<file path="src/rtl/arm_pipe_pkg.sv">
// Shared decode->execute payload layout: field widths, packed struct and
// bit offsets for width-parameterised flat payload vectors.
package arm_pipe_pkg;

    localparam int unsigned EXEC_CMD_W = 4;
    localparam int unsigned SHIFT_OP_W = 12;
    localparam int unsigned SIMM_W     = 24;
    localparam int unsigned STATUS_W   = 4;
    localparam int unsigned CTRL_W     = 5;

    localparam int unsigned DEF_DATA_W  = 32;
    localparam int unsigned DEF_PC_W    = 32;
    localparam int unsigned DEF_RADDR_W = 4;

    // Flat payload width for any register/pc/address width combination.
    function automatic int unsigned pl_width(input int unsigned data_w,
                                             input int unsigned pc_w,
                                             input int unsigned raddr_w);
        return CTRL_W + EXEC_CMD_W + pc_w + 3 * data_w + SHIFT_OP_W + SIMM_W
               + 3 * raddr_w + 2 + STATUS_W;
    endfunction

    localparam int unsigned PL_W = pl_width(DEF_DATA_W, DEF_PC_W, DEF_RADDR_W);

    // LSB offsets of the fields the writeback snoop touches.
    localparam int unsigned OFF_USE_RM = STATUS_W;
    localparam int unsigned OFF_USE_RN = STATUS_W + 1;
    localparam int unsigned OFF_SRC2   = STATUS_W + 2;

    function automatic int unsigned off_src1(input int unsigned raddr_w);
        return OFF_SRC2 + raddr_w;
    endfunction

    function automatic int unsigned off_val_rm(input int unsigned data_w,
                                               input int unsigned raddr_w);
        return OFF_SRC2 + 3 * raddr_w + SIMM_W + SHIFT_OP_W + data_w;
    endfunction

    function automatic int unsigned off_val_rn(input int unsigned data_w,
                                               input int unsigned raddr_w);
        return off_val_rm(data_w, raddr_w) + data_w;
    endfunction

    typedef struct packed {
        logic wb_en;
        logic mem_r;
        logic mem_w;
        logic b;
        logic s;
    } ctrl_t;

    // Default-width payload; first member is the MSB of the flat vector.
    typedef struct packed {
        ctrl_t                  ctrl;
        logic [EXEC_CMD_W-1:0]  exec_cmd;
        logic [DEF_PC_W-1:0]    pc;
        logic [DEF_DATA_W-1:0]  val_rn;
        logic [DEF_DATA_W-1:0]  val_rm;
        logic [DEF_DATA_W-1:0]  imm;
        logic [SHIFT_OP_W-1:0]  shift_op;
        logic [SIMM_W-1:0]      simm24;
        logic [DEF_RADDR_W-1:0] dest;
        logic [DEF_RADDR_W-1:0] src1;
        logic [DEF_RADDR_W-1:0] src2;
        logic                   use_rn;
        logic                   use_rm;
        logic [STATUS_W-1:0]    status;
    } pipe_pl_t;

endpackage

</file>
<file path="src/rtl/id_pipe_slot.sv">
// One buffer slot: valid bit, payload register and writeback snoop.
// Snoop logic present only when ID_PIPE_WB_SNOOP_EN is defined.
module id_pipe_slot
    import arm_pipe_pkg::*;
#(
    parameter int unsigned DATA_W  = DEF_DATA_W,
    parameter int unsigned PC_W    = DEF_PC_W,
    parameter int unsigned RADDR_W = DEF_RADDR_W,
    localparam int unsigned SLOT_W = pl_width(DATA_W, PC_W, RADDR_W)
) (
    input  logic               clk,
    input  logic               rst_n,
    input  logic               flush_i,
    input  logic               load_i,
    input  logic               clr_i,
    input  logic [SLOT_W-1:0]  load_pl_i,
    input  logic               wb_en_i,
    input  logic [RADDR_W-1:0] wb_dest_i,
    input  logic [DATA_W-1:0]  wb_result_i,
    output logic               valid_o,
    output logic [SLOT_W-1:0]  pl_o
);

    logic              valid_q, valid_d;
    logic [SLOT_W-1:0] pl_q, pl_d;
    logic [SLOT_W-1:0] load_snp, held_snp;

`ifdef ID_PIPE_WB_SNOOP_EN
    localparam int unsigned OFF_SRC1   = off_src1(RADDR_W);
    localparam int unsigned OFF_VAL_RM = off_val_rm(DATA_W, RADDR_W);
    localparam int unsigned OFF_VAL_RN = off_val_rn(DATA_W, RADDR_W);

    // Replace source operands that match the register being written back.
    function automatic logic [SLOT_W-1:0] snoop(input logic [SLOT_W-1:0]  pl,
                                                input logic               en,
                                                input logic [RADDR_W-1:0] dest,
                                                input logic [DATA_W-1:0]  res);
        logic [SLOT_W-1:0] r;
        r = pl;
        if (en && pl[OFF_USE_RN] && (pl[OFF_SRC1 +: RADDR_W] == dest)) begin
            r[OFF_VAL_RN +: DATA_W] = res;
        end
        if (en && pl[OFF_USE_RM] && (pl[OFF_SRC2 +: RADDR_W] == dest)) begin
            r[OFF_VAL_RM +: DATA_W] = res;
        end
        return r;
    endfunction

    assign load_snp = snoop(load_pl_i, wb_en_i, wb_dest_i, wb_result_i);
    assign held_snp = snoop(pl_q, wb_en_i, wb_dest_i, wb_result_i);
`else
    logic wb_unused;
    assign wb_unused = ^{wb_en_i, wb_dest_i, wb_result_i};
    assign load_snp  = load_pl_i;
    assign held_snp  = pl_q;
`endif

    // Flush clears valid only; payload bits are frozen during flush.
    always_comb begin
        valid_d = valid_q;
        pl_d    = pl_q;
        if (flush_i) begin
            valid_d = 1'b0;
        end else if (load_i) begin
            valid_d = 1'b1;
            pl_d    = load_snp;
        end else begin
            if (clr_i) begin
                valid_d = 1'b0;
            end
            if (valid_q) begin
                pl_d = held_snp;
            end
        end
    end

    always_ff @(posedge clk or negedge rst_n) begin
        if (!rst_n) begin
            valid_q <= 1'b0;
            pl_q    <= '0;
        end else begin
            valid_q <= valid_d;
            pl_q    <= pl_d;
        end
    end

    assign valid_o = valid_q;
    assign pl_o    = pl_q;

endmodule

</file>
<file path="src/rtl/id_exe_skid_reg.sv">
// ID->EXE two-entry skid buffer (head + skid slot) with optional writeback
// snoop of held operands, enabled by defining ID_PIPE_WB_SNOOP_EN.
module id_exe_skid_reg
    import arm_pipe_pkg::*;
#(
    parameter int unsigned DATA_W  = DEF_DATA_W,
    parameter int unsigned PC_W    = DEF_PC_W,
    parameter int unsigned RADDR_W = DEF_RADDR_W,
    localparam int unsigned PAY_W  = pl_width(DATA_W, PC_W, RADDR_W)
) (
    input  logic               clk,
    input  logic               rst,
    input  logic               flush,
    input  logic               hazard,
    input  logic               in_valid,
    output logic               in_ready,
    input  logic [PAY_W-1:0]   in_pl,
    output logic               out_valid,
    input  logic               out_ready,
    output logic [PAY_W-1:0]   out_pl,
    input  logic               wb_en,
    input  logic [RADDR_W-1:0] wb_dest,
    input  logic [DATA_W-1:0]  wb_result,
    output logic [1:0]         occ
);

    logic             head_v, skid_v;
    logic [PAY_W-1:0] head_pl, skid_pl, head_load_pl;
    logic             push, pop;
    logic             head_from_skid, head_load, head_clr;
    logic             skid_load, skid_clr;
    logic [1:0]       occ_q, occ_d;

    assign in_ready = !skid_v && !hazard && !flush;
    assign push     = in_valid && in_ready;
    assign pop      = head_v && out_ready;

    // Head refills from skid on pop; otherwise takes the incoming payload
    // when empty or being popped in the same cycle.
    assign head_from_skid = pop && skid_v;
    assign head_load      = head_from_skid || (push && (!head_v || pop));
    assign head_clr       = pop && !skid_v;
    assign head_load_pl   = head_from_skid ? skid_pl : in_pl;
    assign skid_load      = push && head_v && !pop;
    assign skid_clr       = pop;

    id_pipe_slot #(
        .DATA_W  (DATA_W),
        .PC_W    (PC_W),
        .RADDR_W (RADDR_W)
    ) u_head (
        .clk         (clk),
        .rst_n       (rst),
        .flush_i     (flush),
        .load_i      (head_load),
        .clr_i       (head_clr),
        .load_pl_i   (head_load_pl),
        .wb_en_i     (wb_en),
        .wb_dest_i   (wb_dest),
        .wb_result_i (wb_result),
        .valid_o     (head_v),
        .pl_o        (head_pl)
    );

    id_pipe_slot #(
        .DATA_W  (DATA_W),
        .PC_W    (PC_W),
        .RADDR_W (RADDR_W)
    ) u_skid (
        .clk         (clk),
        .rst_n       (rst),
        .flush_i     (flush),
        .load_i      (skid_load),
        .clr_i       (skid_clr),
        .load_pl_i   (in_pl),
        .wb_en_i     (wb_en),
        .wb_dest_i   (wb_dest),
        .wb_result_i (wb_result),
        .valid_o     (skid_v),
        .pl_o        (skid_pl)
    );

    // Occupancy tracks push/pop; push is impossible at 2, pop at 0.
    always_comb begin
        occ_d = occ_q;
        if (flush) begin
            occ_d = 2'd0;
        end else if (push && !pop) begin
            occ_d = occ_q + 2'd1;
        end else if (pop && !push) begin
            occ_d = occ_q - 2'd1;
        end
    end

    always_ff @(posedge clk or negedge rst) begin
        if (!rst) begin
            occ_q <= 2'd0;
        end else begin
            occ_q <= occ_d;
        end
    end

    assign out_valid = head_v;
    assign out_pl    = head_pl;
    assign occ       = occ_q;

endmodule
</file>
<file path="config.mk">
export PLATFORM = sky130hd
export DESIGN_NAME = id_exe_skid_reg
export DESIGN_NICKNAME = d
export VERILOG_FILES = /design/src/rtl/arm_pipe_pkg.sv /design/src/rtl/id_pipe_slot.sv /design/src/rtl/id_exe_skid_reg.sv
export SDC_FILE = /design/constraint.sdc
export NUM_CORES = 1
export LEC_CHECK = 0
export BUFFER_PORTS_ARGS = -buffer_cell sky130_fd_sc_hd__buf_2
export CAP_MARGIN = 10
export CORE_ASPECT_RATIO = 0.7
export CORE_MARGIN = 2
export CORE_UTILIZATION = 40
export DETAILED_ROUTE_END_ITERATION = 10
export SYNTH_ARGS = -nofsm -noshare
export SYNTH_HDL_FRONTEND = slang
export SYNTH_SLANG_ARGS = --single-unit
</file>
<file path="constraint.sdc">
create_clock -name clk -period 5.48 [get_ports clk]
set_input_delay 0 -clock clk [delete_from_list [all_inputs] [get_ports clk]]
set_output_delay 0 -clock clk [all_outputs]
set_load 0.05 [all_outputs]
</file>
==> results.py, run 1 <==
metrics = {
    "logic_synthesis": {
        "ys_types": 26,
        "syn-instance-count": 1045,
        "syn_area_um2": 17000,
        "yosys_warnings": 0,
        "syn_area_per_cell_um2": 16.3,
        "seq_area_frac_synth_pct": 56.8,
        "syn-num-nets": 1279,
        "synth-seq-cells": 386,
    },
    "die": {
        "ios": 429,
        "die_width_um": 251,
        "dieArea_um2": 44200,
        "start_util_pct": 40.3,
        "core_area_um2": 42200,
        "num_rows": 63,
        "die_h_um": 177,
    },
    "power_and_ir_drop": {
        "vdd_drop_max_uv": 307,
        "p_total_uw": 8680,
        "leakage_uw": 0.0105,
        "power.density_nw_per_um2": 387,
    },
    "worst_setup_path": {
        "critPathBufInv": 2,
        "r2r_end": "u_head.pl_o[84]$_DFFE_PN0P_",
        "cpPeakStageDelay_ps": 630,
        "critPathLaunchType": "register",
        "r2r-start": "u_skid.valid_o$_DFFE_PN0P_",
        "worstRegToRegCells": 5,
        "crit_family": "buffers and inverters",
        "cp.required_ps": 5890,
        "end_kind": "register",
        "path_class": "register to register",
        "cp_slowest_cell": "buf_4",
        "ff2ff_setup_slack_ps": 2520,
        "crit_top_cell": "buf_4",
        "critPathMaxFanout": 50,
        "crit_chain": "or3b_1 -> a211oi_4 -> buf_4 -> buf_4 -> mux2_2",
        "worstPathArrival_ps": 3370,
    },
    "clock_tree": {
        "clk_latency_ps": 530,
        "clk_pin_slew_ps": 60,
        "cts_buffers": 40,
        "ctsResizeCount": 0,
        "holdBufCountCts": 198,
        "post_cts_buffers": 0,
        "cts.path.max_buffers": 3,
        "tritoncts": "yes",
        "cts_root_buf": "clkbuf_16",
        "htree_levels": 2,
        "cts_sinks": 386,
    },
    "timing": {
        "fin_ws_ps": 2520,
        "hold_viol": 0,
        "maxSlewViolCount": 0,
        "worst_pin_slew_ps": 1080,
        "setup_violations": 0,
        "fin_tns_setup_ps": 0,
        "grt_setup_unrepaired": "false",
        "whs_ps": 72.6,
        "clock_skew_ps": 17.5,
        "fin_crit_sh_pct": 54.1,
        "period_needed_ps": 2960,
        "relSlewSlack_pct": 28.1,
        "fmax_mhz": 338,
    },
    "finish": {
        "fin_util_pct": 53.2,
        "final_common_cell": "mux2_2",
        "final_cell_mix": "mux2_2, buf_2, dfrtp_1, dlygate4sd3_1, clkbuf_16",
        "final_nets": 1857,
        "fillCellCount": 3495,
        "synthToLayoutAreaGrowth_pct": 31.8,
        "drive_above_1_share_pct": 62.8,
    },
    "placed_design": {
        "dp_slack_ps": 2500,
        "hpwl_um": 24500,
        "gp_congestion": 0.752,
        "io_buffers": 391,
    },
    "detailed_routing": {
        "vias": 10612,
        "first_pass_iters": 4,
        "drc": 0,
        "ant_nets": 0,
        "wl_per_cell_um": 17.7,
        "via_per_inst": 4.82,
        "finalWirelength_um": 39000,
        "drt-initial-drc-count": 431,
    },
    "global_routing": {
        "grt_pass1_vias": 11684,
        "track_usage_pct": 17.6,
        "grt-ovfl-total": 0,
        "antenna_found_initial": 1,
        "grt_pass1_wl_um": 62800,
        "grt_max_degree": 178,
    },
    "run_status": {
        "outcome": "finished, final reports clean",
    },
    "flow_run": {
        "maxCapViolations": 0,
    },
    "min_path": {
        "hold_path.class": "input pin to async pin",
    },
}
[layout make-up]
class,count,area [µm²],share of cell area (%)
clock buffers,61,1190,5.31
diodes,1,2.50,0.0112
multi-input cells,594,6740,30.1
inverters,1,3.75,0.0167
repair buffers,600,4100,18.3
flip-flops and latches,386,9660,43.1
clock inverters,7,37.5,0.167
well taps,552,691,3.08
[how the worst max path moves through the flow]
| stage | start | end | slack (ps) | cells after the start |
|---|---|---|---|---|
| 3_5_place_dp | u_skid.valid_o$_DFFE_PN0P_ | u_head.pl_o[84]$_DFFE_PN0P_ | 2500 | 5 |
| 2_1_floorplan | u_skid.valid_o$_DFFE_PN0P_ | u_skid.pl_o[100]$_DFFE_PN0P_ | 2710 | 6 |
| 5_1_grt | u_skid.valid_o$_DFFE_PN0P_ | u_head.pl_o[113]$_DFFE_PN0P_ | 2400 | 5 |
| 3_3_place_gp | u_skid.valid_o$_DFFE_PN0P_ | u_head.pl_o[90]$_DFFE_PN0P_ | 2550 | 5 |
| 6_report | u_skid.valid_o$_DFFE_PN0P_ | u_head.pl_o[84]$_DFFE_PN0P_ | 2520 | 5 |
| 4_1_cts | u_skid.valid_o$_DFFE_PN0P_ | u_head.pl_o[84]$_DFFE_PN0P_ | 2490 | 5 |
[through the flow]
stage | instances | cell area [µm²]
after floorplan | 1045 | 17000
after global placement | 1935 | 19200
after detailed placement | 1935 | 19200
after CTS | 2201 | 22400
after global routing | 2202 | 22400
final | 2202 | 22400
[metal layers]
| metal | vias to the layer above | track usage [%] | wire [µm] |
|---|---|---|---|
| met5 | - | 0 | 0 |
| met4 | 0 | 5.81 | 1020 |
| met3 | 73 | 4.88 | 2300 |
| met2 | 246 | 29.6 | 18900 |
| met1 | 5369 | 21.9 | 16800 |
| li1 | 4924 | - | - |
[worst register-to-register path, delay by kind of cell (launching register included)]
kind                   cells  cell delay (ps)
and+or+nand+nor            1              430
muxes                      1              420
DFF                        1              480
buffers and inverters      2             1210
AOI/OAI and AO/OA          1              320
[logic make-up (layout without fill, tap and decap cells)]
logic type	count (synthesis)	after routing	synth area share, %
mux	575	575	38.7
compound gates	5	5	0.250
simple gates	14	14	0.500
other cells	0	1	0
buf+inv	65	669	3.77
flops	386	386	56.8
[synth_stat cells]
library cell	number	area share [%]
nor2_1	1	0.022
buf_6	2	0.13
a21boi_0	1	0.044
mux2_1	3	0.20
nor3_1	2	0.059
and3_1	1	0.037
nand2b_1	1	0.037
and3b_1	1	0.051
buf_4	18	0.79
buf_12	19	2.2
nand3_1	1	0.029
a211oi_2	1	0.074
inv_1	1	0.022
clkbuf_1	21	0.46
mux2_2	541	36
nor4b_1	1	0.051
mux2_4	30	2.6
nor2b_1	2	0.074
buf_2	4	0.12
nor3b_1	1	0.044
or3b_1	1	0.051
mux2i_1	1	0.059
o21ai_0	1	0.029
nand2_1	2	0.044
dfrtp_1	386	57
a31o_2	2	0.10
[state kept, by name (all words and copies together) (netlist names)]
register        cells
u_skid.pl_o       191
u_head.pl_o       191
u_head.valid_o      1
u_skid.valid_o      1
occ                 2
[where the power goes]
group	internal, µW	total [µW]	switching, µW
clock	1490	2590	1100
sequential	3390	3650	263
combinational	846	2430	1580
Power figures use the tool's default switching activity.
==> inputs of run 2 (changes only) <==
- ABC_AREA: not set -> 1
- PLACE_DENSITY: not set -> 0.65
- clock period: 5.48 -> 2.5 ns (I/O delays scaled with it)
==> run 2 against run 1 <==
Synthesized cell count grew 100%. Fmax is 33% higher. Die area rose by 0.38%. Via count is 50% higher. Combinational power grew 110%. Setup slack lost 2200 ps. Largest cell class unchanged.
==> results.py, run 2 <==
metrics = {
    "die": {
        "die_h_um": 177,
        "num_rows": 63,
        "ios": 429,
        "dieArea_um2": 44400,
        "die_width_um": 251,
        "core_area_um2": 42300,
        "start_util_pct": 40.4,
    },
    "logic_synthesis": {
        "synth_ff_type": "dfrtp_1",
        "yosys.area.top_type_share_pct": 56.6,
        "synth_area_leaders": "dfrtp_1, nand2_1, o21ai_0",
        "async_reset_ff_share_pct": 100,
        "synth_largest_area_cell": "dfrtp_1",
        "syn-instance-count": 2131,
        "ys_types": 20,
        "synth_enable_flop_cells": 0,
        "synth.most_common_cell": "nand2_1",
        "synth-seq-cells": 386,
        "seq_area_frac_synth_pct": 56.6,
        "syn-num-nets": 2365,
        "synthTopCellsByCount": "nand2_1, dfrtp_1, o21ai_0",
        "syn_area_um2": 17100,
        "syn_area_per_cell_um2": 8.02,
        "yosys_warnings": 0,
    },
    "run_status": {
        "outcome": "finished, final reports clean",
    },
    "global_routing": {
        "antenna_found_initial": 2,
        "grt_pass1_wl_um": 80600,
        "grt-ovfl-total": 0,
        "grt_pass1_vias": 15524,
        "grt_max_degree": 212,
        "track_usage_pct": 22.2,
    },
    "timing": {
        "relSlewSlack_pct": 12.0,
        "fin_crit_sh_pct": 88.9,
        "maxSlewViolCount": 0,
        "clock_skew_ps": 10.1,
        "grt_setup_unrepaired": "false",
        "fin_tns_setup_ps": 0,
        "setup_violations": 0,
        "worst_pin_slew_ps": 1320,
        "fmax_mhz": 450,
        "period_needed_ps": 2220,
        "hold_viol": 0,
    },
    "worst_setup_path": {
        "ff2ff_setup_slack_ps": 280,
        "crit_chain": "nand2_1 -> nor2_4 -> inv_1 -> nand2_4 -> buf_12 -> nand3_1 -> nand2_1",
        "r2r-start": "u_head.valid_o$_DFFE_PN0P_",
        "cpPeakStageDelay_ps": 570,
        "worstPathArrival_ps": 2680,
        "crit_top_cell": "nand2_1",
        "critPathLaunchType": "register",
        "r2r_end": "u_head.pl_o[140]$_DFFE_PN0P_",
        "worstRegToRegCells": 7,
        "critPathMaxFanout": 191,
        "end_kind": "register",
        "cp.required_ps": 2960,
        "cp_slowest_cell": "buf_12",
        "path_class": "register to register",
    },
    "placed_design": {
        "io_buffers": 391,
        "gp_congestion": 0.811,
        "hpwl_um": 29300,
    },
    "clock_tree": {
        "tritoncts": "yes",
        "cts_root_buf": "clkbuf_16",
        "clk_latency_ps": 530,
        "htree_levels": 2,
        "cts_buffers": 40,
        "cts.path.max_buffers": 3,
        "clk_pin_slew_ps": 60,
        "cts_sinks": 386,
    },
    "power_and_ir_drop": {
        "leakage_uw": 0.0121,
        "power.density_nw_per_um2": 830,
        "vdd_drop_max_uv": 518,
    },
    "detailed_routing": {
        "drt-initial-drc-count": 1117,
        "finalWirelength_um": 49800,
        "first_pass_iters": 5,
        "wl_per_cell_um": 15.5,
        "drc": 0,
        "vias": 15970,
        "ant_nets": 0,
        "via_per_inst": 4.96,
    },
    "finish": {
        "fillCellCount": 3839,
        "fin_util_pct": 53.4,
        "synthToLayoutAreaGrowth_pct": 32.1,
        "final_common_cell": "nand2_1",
        "final_nets": 2874,
        "final_cell_mix": "nand2_1, buf_2, dfrtp_1, o21ai_0, dlygate4sd3_1",
        "drive_above_1_share_pct": 18.0,
    },
    "min_path": {
        "hold_path.class": "input pin to async pin",
    },
    "flow_run": {
        "maxCapViolations": 0,
    },
}
## run 2: area by class of cell
cell class                 instances  area, µm²  share of cell area, %
antenna                            2       5.00                 0.0222
clock buffer                      59       1170                   5.20
clock inverter                     6       66.3                  0.294
inverter                         161        617                   2.73
multi-input combinational       1437       6070                   26.9
sequential                       386       9660                   42.8
tap                              552        691                   3.06
timing repair buffer             614       4280                   19.0
## run 2: metrics by stage
step	std cells	total power [µW]	hold WS, ps	area, µm²	setup WS (ps)
3_5_place_dp	2953	12800	57.0	19400	377
4_1_cts	3215	18900	83.2	22600	341
5_1_grt	3217	19600	113	22600	178
3_3_place_gp	2953	12700	49.2	19400	437
6_report	3217	18700	58.8	22600	278
2_1_floorplan	2131	11200	-296	17100	788
## run 2: critical path: cells and delay by family, from the launching register on
family	cells	cell delay [ps]
and+or+nand+nor	5	780
buffers and inverters	2	680
DFF	1	380
## run 2: logic make-up after synthesis
group,count (synthesis),share of synthesized area (%)
xor+xnor,1,0.0513
simple gates,1125,26.2
compound gates,311,9.13
buf+inv,308,8.03
flops,386,56.6
## run 2: how the worst max path moves through the flow
| stage | startpoint | end | depth (start not counted) |
|---|---|---|---|
| 3_5_place_dp | u_head.valid_o$_DFFE_PN0P_ | u_head.pl_o[118]$_DFFE_PN0P_ | 8 |
| 6_report | u_head.valid_o$_DFFE_PN0P_ | u_head.pl_o[140]$_DFFE_PN0P_ | 7 |
| 3_3_place_gp | u_head.valid_o$_DFFE_PN0P_ | u_head.pl_o[84]$_DFFE_PN0P_ | 8 |
| 2_1_floorplan | u_head.valid_o$_DFFE_PN0P_ | u_head.pl_o[141]$_DFFE_PN0P_ | 9 |
| 4_1_cts | u_head.valid_o$_DFFE_PN0P_ | u_head.pl_o[118]$_DFFE_PN0P_ | 8 |
| 5_1_grt | flush | occ[1]$_DFFE_PN0P_ | 9 |
## run 2: where the power goes
group / internal (µW) / switching (µW) / leakage, µW / total (µW)
logic: 1260 / 3860 / 0.00646 / 5130
registers: 7240 / 574 / 0.00505 / 7810
clock network: 3340 / 2460 / 0.000610 / 5800
total: 11800 / 6900 / 0.0121 / 18700
## run 2: routing by layer
metal / part of all wire (%) / GRT usage (%) / vias to the layer above
li1: - / - / 7700
met1: 44 / 29.9 / 7608
met2: 47 / 36.4 / 549
met3: 5.9 / 3.75 / 113
met4: 3.4 / 7.81 / 0
met5: 0 / 0 / -
## run 2: repair_timing
item / in CTS / in global routing
gates resized for setup: 0 / 0
endpoints found under the hold margin: 513 / 0
hold buffers: 197 / 0
setup buffers: 0 / 0
